## src/rtl/mul_share_arbiter.sv

```systemverilog
// Round-robin sequencer sharing one 4x4 sequential multiplier among NREQ requesters.
// Optional WAIT timeout/abort is enabled by defining MUL_ARB_TIMEOUT_EN.
module mul_share_arbiter #(
  parameter int unsigned NREQ    = 4,
  parameter int unsigned TIMEOUT = 16
) (
  input  logic                      clk,
  input  logic                      reset,
  input  logic [NREQ-1:0]           req_valid,
  input  logic [4*NREQ-1:0]         req_a,
  input  logic [4*NREQ-1:0]         req_b,
  output logic [NREQ-1:0]           req_ready,
  output logic [NREQ-1:0]           rsp_valid,
  output logic [7:0]                rsp_product,
  output logic                      rsp_err,
  output logic                      mul_start,
  output logic [3:0]                mul_a,
  output logic [3:0]                mul_b,
  input  logic [7:0]                mul_product,
  input  logic                      mul_done,
  output logic                      busy,
  output logic [$clog2(NREQ)-1:0]   grant_id
);

  localparam int unsigned GW = $clog2(NREQ);

  if (NREQ < 2 || NREQ > 8 || TIMEOUT < 1) begin : g_bad_param
    $error("mul_share_arbiter: NREQ must be 2..8 and TIMEOUT >= 1");
  end

  typedef enum logic [1:0] {StIdle, StIssue, StWait, StResp} state_e;

  state_e          state_q, state_d;
  logic [GW-1:0]   last_grant_q, last_grant_d;
  logic [GW-1:0]   grant_q, grant_d;
  logic [3:0]      a_q, a_d;
  logic [3:0]      b_q, b_d;
  logic [7:0]      prod_q, prod_d;

`ifdef MUL_ARB_TIMEOUT_EN
  localparam int unsigned CW = $clog2(TIMEOUT + 1);
  logic [CW-1:0]   cnt_q, cnt_d;
  logic            err_q, err_d;
`endif

  // Round-robin search starting just after the last granted requester.
  logic            win_found;
  logic [GW-1:0]   win_idx;
  logic [GW-1:0]   cand_idx;
  int unsigned     cand;

  always_comb begin
    win_found = 1'b0;
    win_idx   = '0;
    cand      = 0;
    cand_idx  = '0;
    for (int unsigned k = 1; k <= NREQ; k++) begin
      cand     = (32'(last_grant_q) + k) % NREQ;
      cand_idx = GW'(cand);
      if (!win_found && req_valid[cand_idx]) begin
        win_found = 1'b1;
        win_idx   = cand_idx;
      end
    end
  end

  always_comb begin
    state_d      = state_q;
    last_grant_d = last_grant_q;
    grant_d      = grant_q;
    a_d          = a_q;
    b_d          = b_q;
    prod_d       = prod_q;
    req_ready    = '0;
`ifdef MUL_ARB_TIMEOUT_EN
    cnt_d        = cnt_q;
    err_d        = err_q;
`endif
    unique case (state_q)
      StIdle: begin
        if (win_found && !reset) begin
          req_ready[win_idx] = 1'b1;
          grant_d            = win_idx;
          a_d                = req_a[{win_idx, 2'b00} +: 4];
          b_d                = req_b[{win_idx, 2'b00} +: 4];
          state_d            = StIssue;
`ifdef MUL_ARB_TIMEOUT_EN
          err_d              = 1'b0;
`endif
        end
      end
      StIssue: begin
        // Any done seen here belongs to nobody; it is deliberately dropped.
        state_d = StWait;
`ifdef MUL_ARB_TIMEOUT_EN
        cnt_d   = '0;
`endif
      end
      StWait: begin
        if (mul_done) begin
          prod_d  = mul_product;
          state_d = StResp;
`ifdef MUL_ARB_TIMEOUT_EN
        end else if (cnt_q == CW'(TIMEOUT - 1)) begin
          prod_d  = 8'h00;
          err_d   = 1'b1;
          state_d = StResp;
        end else begin
          cnt_d   = cnt_q + 1'b1;
`endif
        end
      end
      StResp: begin
        last_grant_d = grant_q;
        state_d      = StIdle;
      end
      default: state_d = StIdle;
    endcase
  end

  always_ff @(posedge clk or posedge reset) begin
    if (reset) begin
      state_q      <= StIdle;
      last_grant_q <= GW'(NREQ - 1);
      grant_q      <= '0;
      a_q          <= '0;
      b_q          <= '0;
      prod_q       <= '0;
`ifdef MUL_ARB_TIMEOUT_EN
      cnt_q        <= '0;
      err_q        <= 1'b0;
`endif
    end else begin
      state_q      <= state_d;
      last_grant_q <= last_grant_d;
      grant_q      <= grant_d;
      a_q          <= a_d;
      b_q          <= b_d;
      prod_q       <= prod_d;
`ifdef MUL_ARB_TIMEOUT_EN
      cnt_q        <= cnt_d;
      err_q        <= err_d;
`endif
    end
  end

  always_comb begin
    rsp_valid = '0;
    if (state_q == StResp) begin
      rsp_valid[grant_q] = 1'b1;
    end
  end

`ifdef MUL_ARB_TIMEOUT_EN
  assign rsp_err = (state_q == StResp) && err_q;
`else
  assign rsp_err = 1'b0;
`endif

  assign rsp_product = prod_q;
  assign mul_start   = (state_q == StIssue);
  assign mul_a       = a_q;
  assign mul_b       = b_q;
  assign busy        = (state_q != StIdle);
  assign grant_id    = grant_q;

endmodule

```

## config.mk

```make
export PLATFORM = sky130hd
export DESIGN_NAME = mul_share_arbiter
export DESIGN_NICKNAME = d
export VERILOG_FILES = /design/src/rtl/mul_share_arbiter.sv
export SDC_FILE = /design/constraint.sdc
export NUM_CORES = 1
export LEC_CHECK = 0
export BUFFER_PORTS_ARGS = -buffer_cell sky130_fd_sc_hd__buf_2
export CORE_MARGIN = 4
export CORE_UTILIZATION = 40
export CTS_BUF_LIST = sky130_fd_sc_hd__clkbuf_4 sky130_fd_sc_hd__clkbuf_8
export CTS_CLUSTER_SIZE = 10
export DETAILED_ROUTE_END_ITERATION = 16
export PLACE_DENSITY = 0.81
export SETUP_SLACK_MARGIN = 0.5
export SYNTH_ARGS = -nofsm -noshare
export SYNTH_HDL_FRONTEND = slang
export SYNTH_SLANG_ARGS = --single-unit
```

## constraint.sdc

```tcl
create_clock -name clk -period 1.8 [get_ports clk]
set_input_delay 0.36 -clock clk [delete_from_list [all_inputs] [get_ports clk]]
set_output_delay 0.36 -clock clk [all_outputs]
set_load 0.02 [all_outputs]
```

==> metrics <==
outcome=finished with violations; failing checks=negative setup slack; Sw Pwr=1.54 mW; placed insts=250; final-stage net count=281; synth top area cells=sky130_fd_sc_hd__dfrtp_1 (39%), sky130_fd_sc_hd__mux2i_1 (13%), sky130_fd_sc_hd__mux2_1 (7.1%), sky130_fd_sc_hd__o221ai_1 (5.5%), sky130_fd_sc_hd__nand2_1 (4.7%); count of antenna diodes in the layout=0; number of search-and-repair iterations in the first detailed-routing pass=4; crit share post-route=1.27; wire length of the first global-routing pass=5910 um; number of DRC markers after the initial detailed-route iteration=83; via count of the first global-routing pass=1317; maximum number of pins on one net before global-route repair=16; Vert. Die Dim=64.3 um; number of nets produced by synthesis=172; Final Total Pwr=3.81 mW; Antenna Nets Post-Route=0; die outline area=4140 um2; CP Data Required Time=1.44 ns; number of ports placed on the die boundary=76; power share of the combinational group=0.652; wl on met1=1550 um; CTS tree=built; count of H-tree levels built during CTS=1; clock root buffer=sky130_fd_sc_hd__clkbuf_4; detailed placement HPWL=2730 um; clock share of power=0.101; overall track demand over capacity in global routing=0.181; Final Critical Period=2.28 ns; Power Dens Cells=1630 nW/um2; DRC violation count after routing=0; starting density of the core=0.416; critical path arrival=1.92 ns; CP Capture Type=primary output; Layout Area Growth over Synthesis=83.5%; Reg clk slew, reported paths=0.13 ns; sequential element share of the synthesized area=0.435; top cell type's share of synthesized area=0.394; # Max-Cap Violations=0; Avg Inst Size Synth=10.5 um2; Congestion Overflow GR=0; clock buffer count from CTS=3; number of distinct library cells after synthesis=31; proportion of synthesized flip-flops having asynchronous set or reset=1.00; insertion delay of the later-clocked pin in the worst-skew pair=0.31 ns; FP Rows=20; Final Routed Wirelength=4390 um; Yosys warning count=0; critical path type=reg -> out; maximum buffer depth of the clock tree=2; number of antenna violations at the first check in global routing=0; Sink Count=22; RSZ-0062 raised after global routing=yes; commonest non-fill, non-tap cell in the layout=sky130_fd_sc_hd__buf_2; Leakage Power=1.20 nW; startpoint types=flop; flip-flop and latch count after synthesis=22; Worst Hold Slack=0.263 ns; endpoints failing setup=15; die boundary width=64.3 um; Met3 Routed Length=281 um; ratio of cells with drive above 1 in the final layout=0.659; maximum fanout encountered on the critical timing path=4; top library cells by usage in the layout, fill and taps aside=sky130_fd_sc_hd__buf_2 (62), sky130_fd_sc_hd__buf_6 (23), sky130_fd_sc_hd__buf_4 (21); gpl congestion=0.825; Internal Dissipation=2.27 mW; netlist area before placement=1270 um2; gate count of the mapped netlist=121; vias per std cell=5.11; routed length per instance=16.1 um; switching share of power=0.404; final standard cell count with taps included and fillers excluded=273; uppermost metal layer occupied by signal nets=met4; Slew Limit Fails=0; classification of the worst-slack hold path=in -> reg; setup slack after layout=-0.483 ns; number of synthesized flops with an enable pin=0; Met2 Wirelength=2400 um; number of buffer cells added on primary ports=74; highest clock rate=438 MHz; area of the core region=3050 um2; IR drop worst, VDD=1130 uV; final hold viol count=0; library cell occupying the most area in the post-synthesis netlist=sky130_fd_sc_hd__dfrtp_1; most used flip-flop cell after synthesis=sky130_fd_sc_hd__dfrtp_1; worst slack after detailed placement=-0.115 ns; Seq pwr share=0.247; total via count in the routed design=1395; Setup Total Neg Slack=-4.50 ns; clk_skew=0.00282 ns
## worst paths after layout
kind | depth (start not counted) | from | slack, ns | end
worst min register to register | 2 | mul_b[3] | 0.50 | mul_b[3]
worst max-delay path | 6 | last_grant_q[1] | -0.48 | req_ready[2]
worst min-delay path | 2 | mul_product[4] | 0.26 | rsp_product[4]
min in group asynchronous | 3 | reset | 0.57 | grant_id[1]
max in group asynchronous | 4 | reset | 0.73 | state_q[0]
worst max register to register | 9 | last_grant_q[1] | -0.40 | mul_a[2]
## routing by layer
layer	up-vias	global-route usage
met2	57	0.330
li1	651	-
met3	17	0.0580
met1	670	0.208
met4	0	0.0317
met5	-	0
## critical path, stage by stage (launching register included)
cell                      delay, ns
sky130_fd_sc_hd__dfstp_2       0.58
sky130_fd_sc_hd__mux2i_1       0.24
sky130_fd_sc_hd__o21ai_2       0.10
sky130_fd_sc_hd__a311o_1       0.34
sky130_fd_sc_hd__buf_12        0.16
sky130_fd_sc_hd__nor2_4        0.07
sky130_fd_sc_hd__buf_6         0.12
## synth_stat cells, types with 2 or more instances
cell type and instances:
sky130_fd_sc_hd__nand3_1 3, sky130_fd_sc_hd__nor2_1 8, sky130_fd_sc_hd__dfstp_2 2, sky130_fd_sc_hd__nor3b_1 2, sky130_fd_sc_hd__a21oi_1 3, sky130_fd_sc_hd__nand2_1 16, sky130_fd_sc_hd__ha_1 4, sky130_fd_sc_hd__buf_6 2
sky130_fd_sc_hd__inv_1 7, sky130_fd_sc_hd__dfrtp_1 20, sky130_fd_sc_hd__o21ai_1 3, sky130_fd_sc_hd__o221ai_1 8, sky130_fd_sc_hd__clkbuf_1 2, sky130_fd_sc_hd__mux2_1 8, sky130_fd_sc_hd__mux2i_1 17
## stage by stage
stage,instance area [um2],utilization
final,2330,0.764
after global routing,2330,0.764
after CTS,2080,0.681
after detailed placement,1820,0.597
after global placement,1820,0.597
after floorplan,1330,-
## power groups by stage
stage | combinational [mW] | clock (mW) | sequential (mW)
after floorplan | 0.863 | 0 | 1.14
after global placement | 1.58 | 0 | 0.915
after detailed placement | 1.61 | 0 | 0.920
after CTS | 1.98 | 0.393 | 0.915
after global routing | 2.64 | 0.414 | 0.972
final | 2.49 | 0.383 | 0.942
## logic make-up after synthesis
kind of cell	Yosys count	share of synthesized area
and+or+nand+nor	35	0.127
DFF	22	0.435
AOI/OAI and AO/OA	20	0.115
buffers and inverters	13	0.0660
other	1	0.00295
adders and majority gates	4	0.0394
muxes	26	0.214
## registers in the layout, indices dropped and copies added, names as in the netlist
signal / flops
rsp_product: 8
grant_id: 2
state_q: 2
last_grant_q: 2
mul_a: 4
mul_b: 4
## area by class of cell
| class | count | area [um2] |
|---|---|---|
| multi-input cells | 86 | 840 |
| repair buffers | 110 | 802 |
| fillers | 222 | 722 |
| flip-flops and latches | 22 | 556 |
| well taps | 44 | 55.1 |
| clock inverters | 1 | 30.0 |
| inverters | 7 | 26.3 |
| clock buffers | 3 | 22.5 |
## what timing repair did
action                                  4_1_cts  5_1_grt
endpoints found under the hold margin         5        0
endpoints found under the setup margin       31       31
cloned                                        0        1
setup buffers                                10        7
hold buffers                                  1        0
pin swaps                                     4       14
resized for setup                            33       42
No activity file was read; power rests on OpenSTA's default activity.
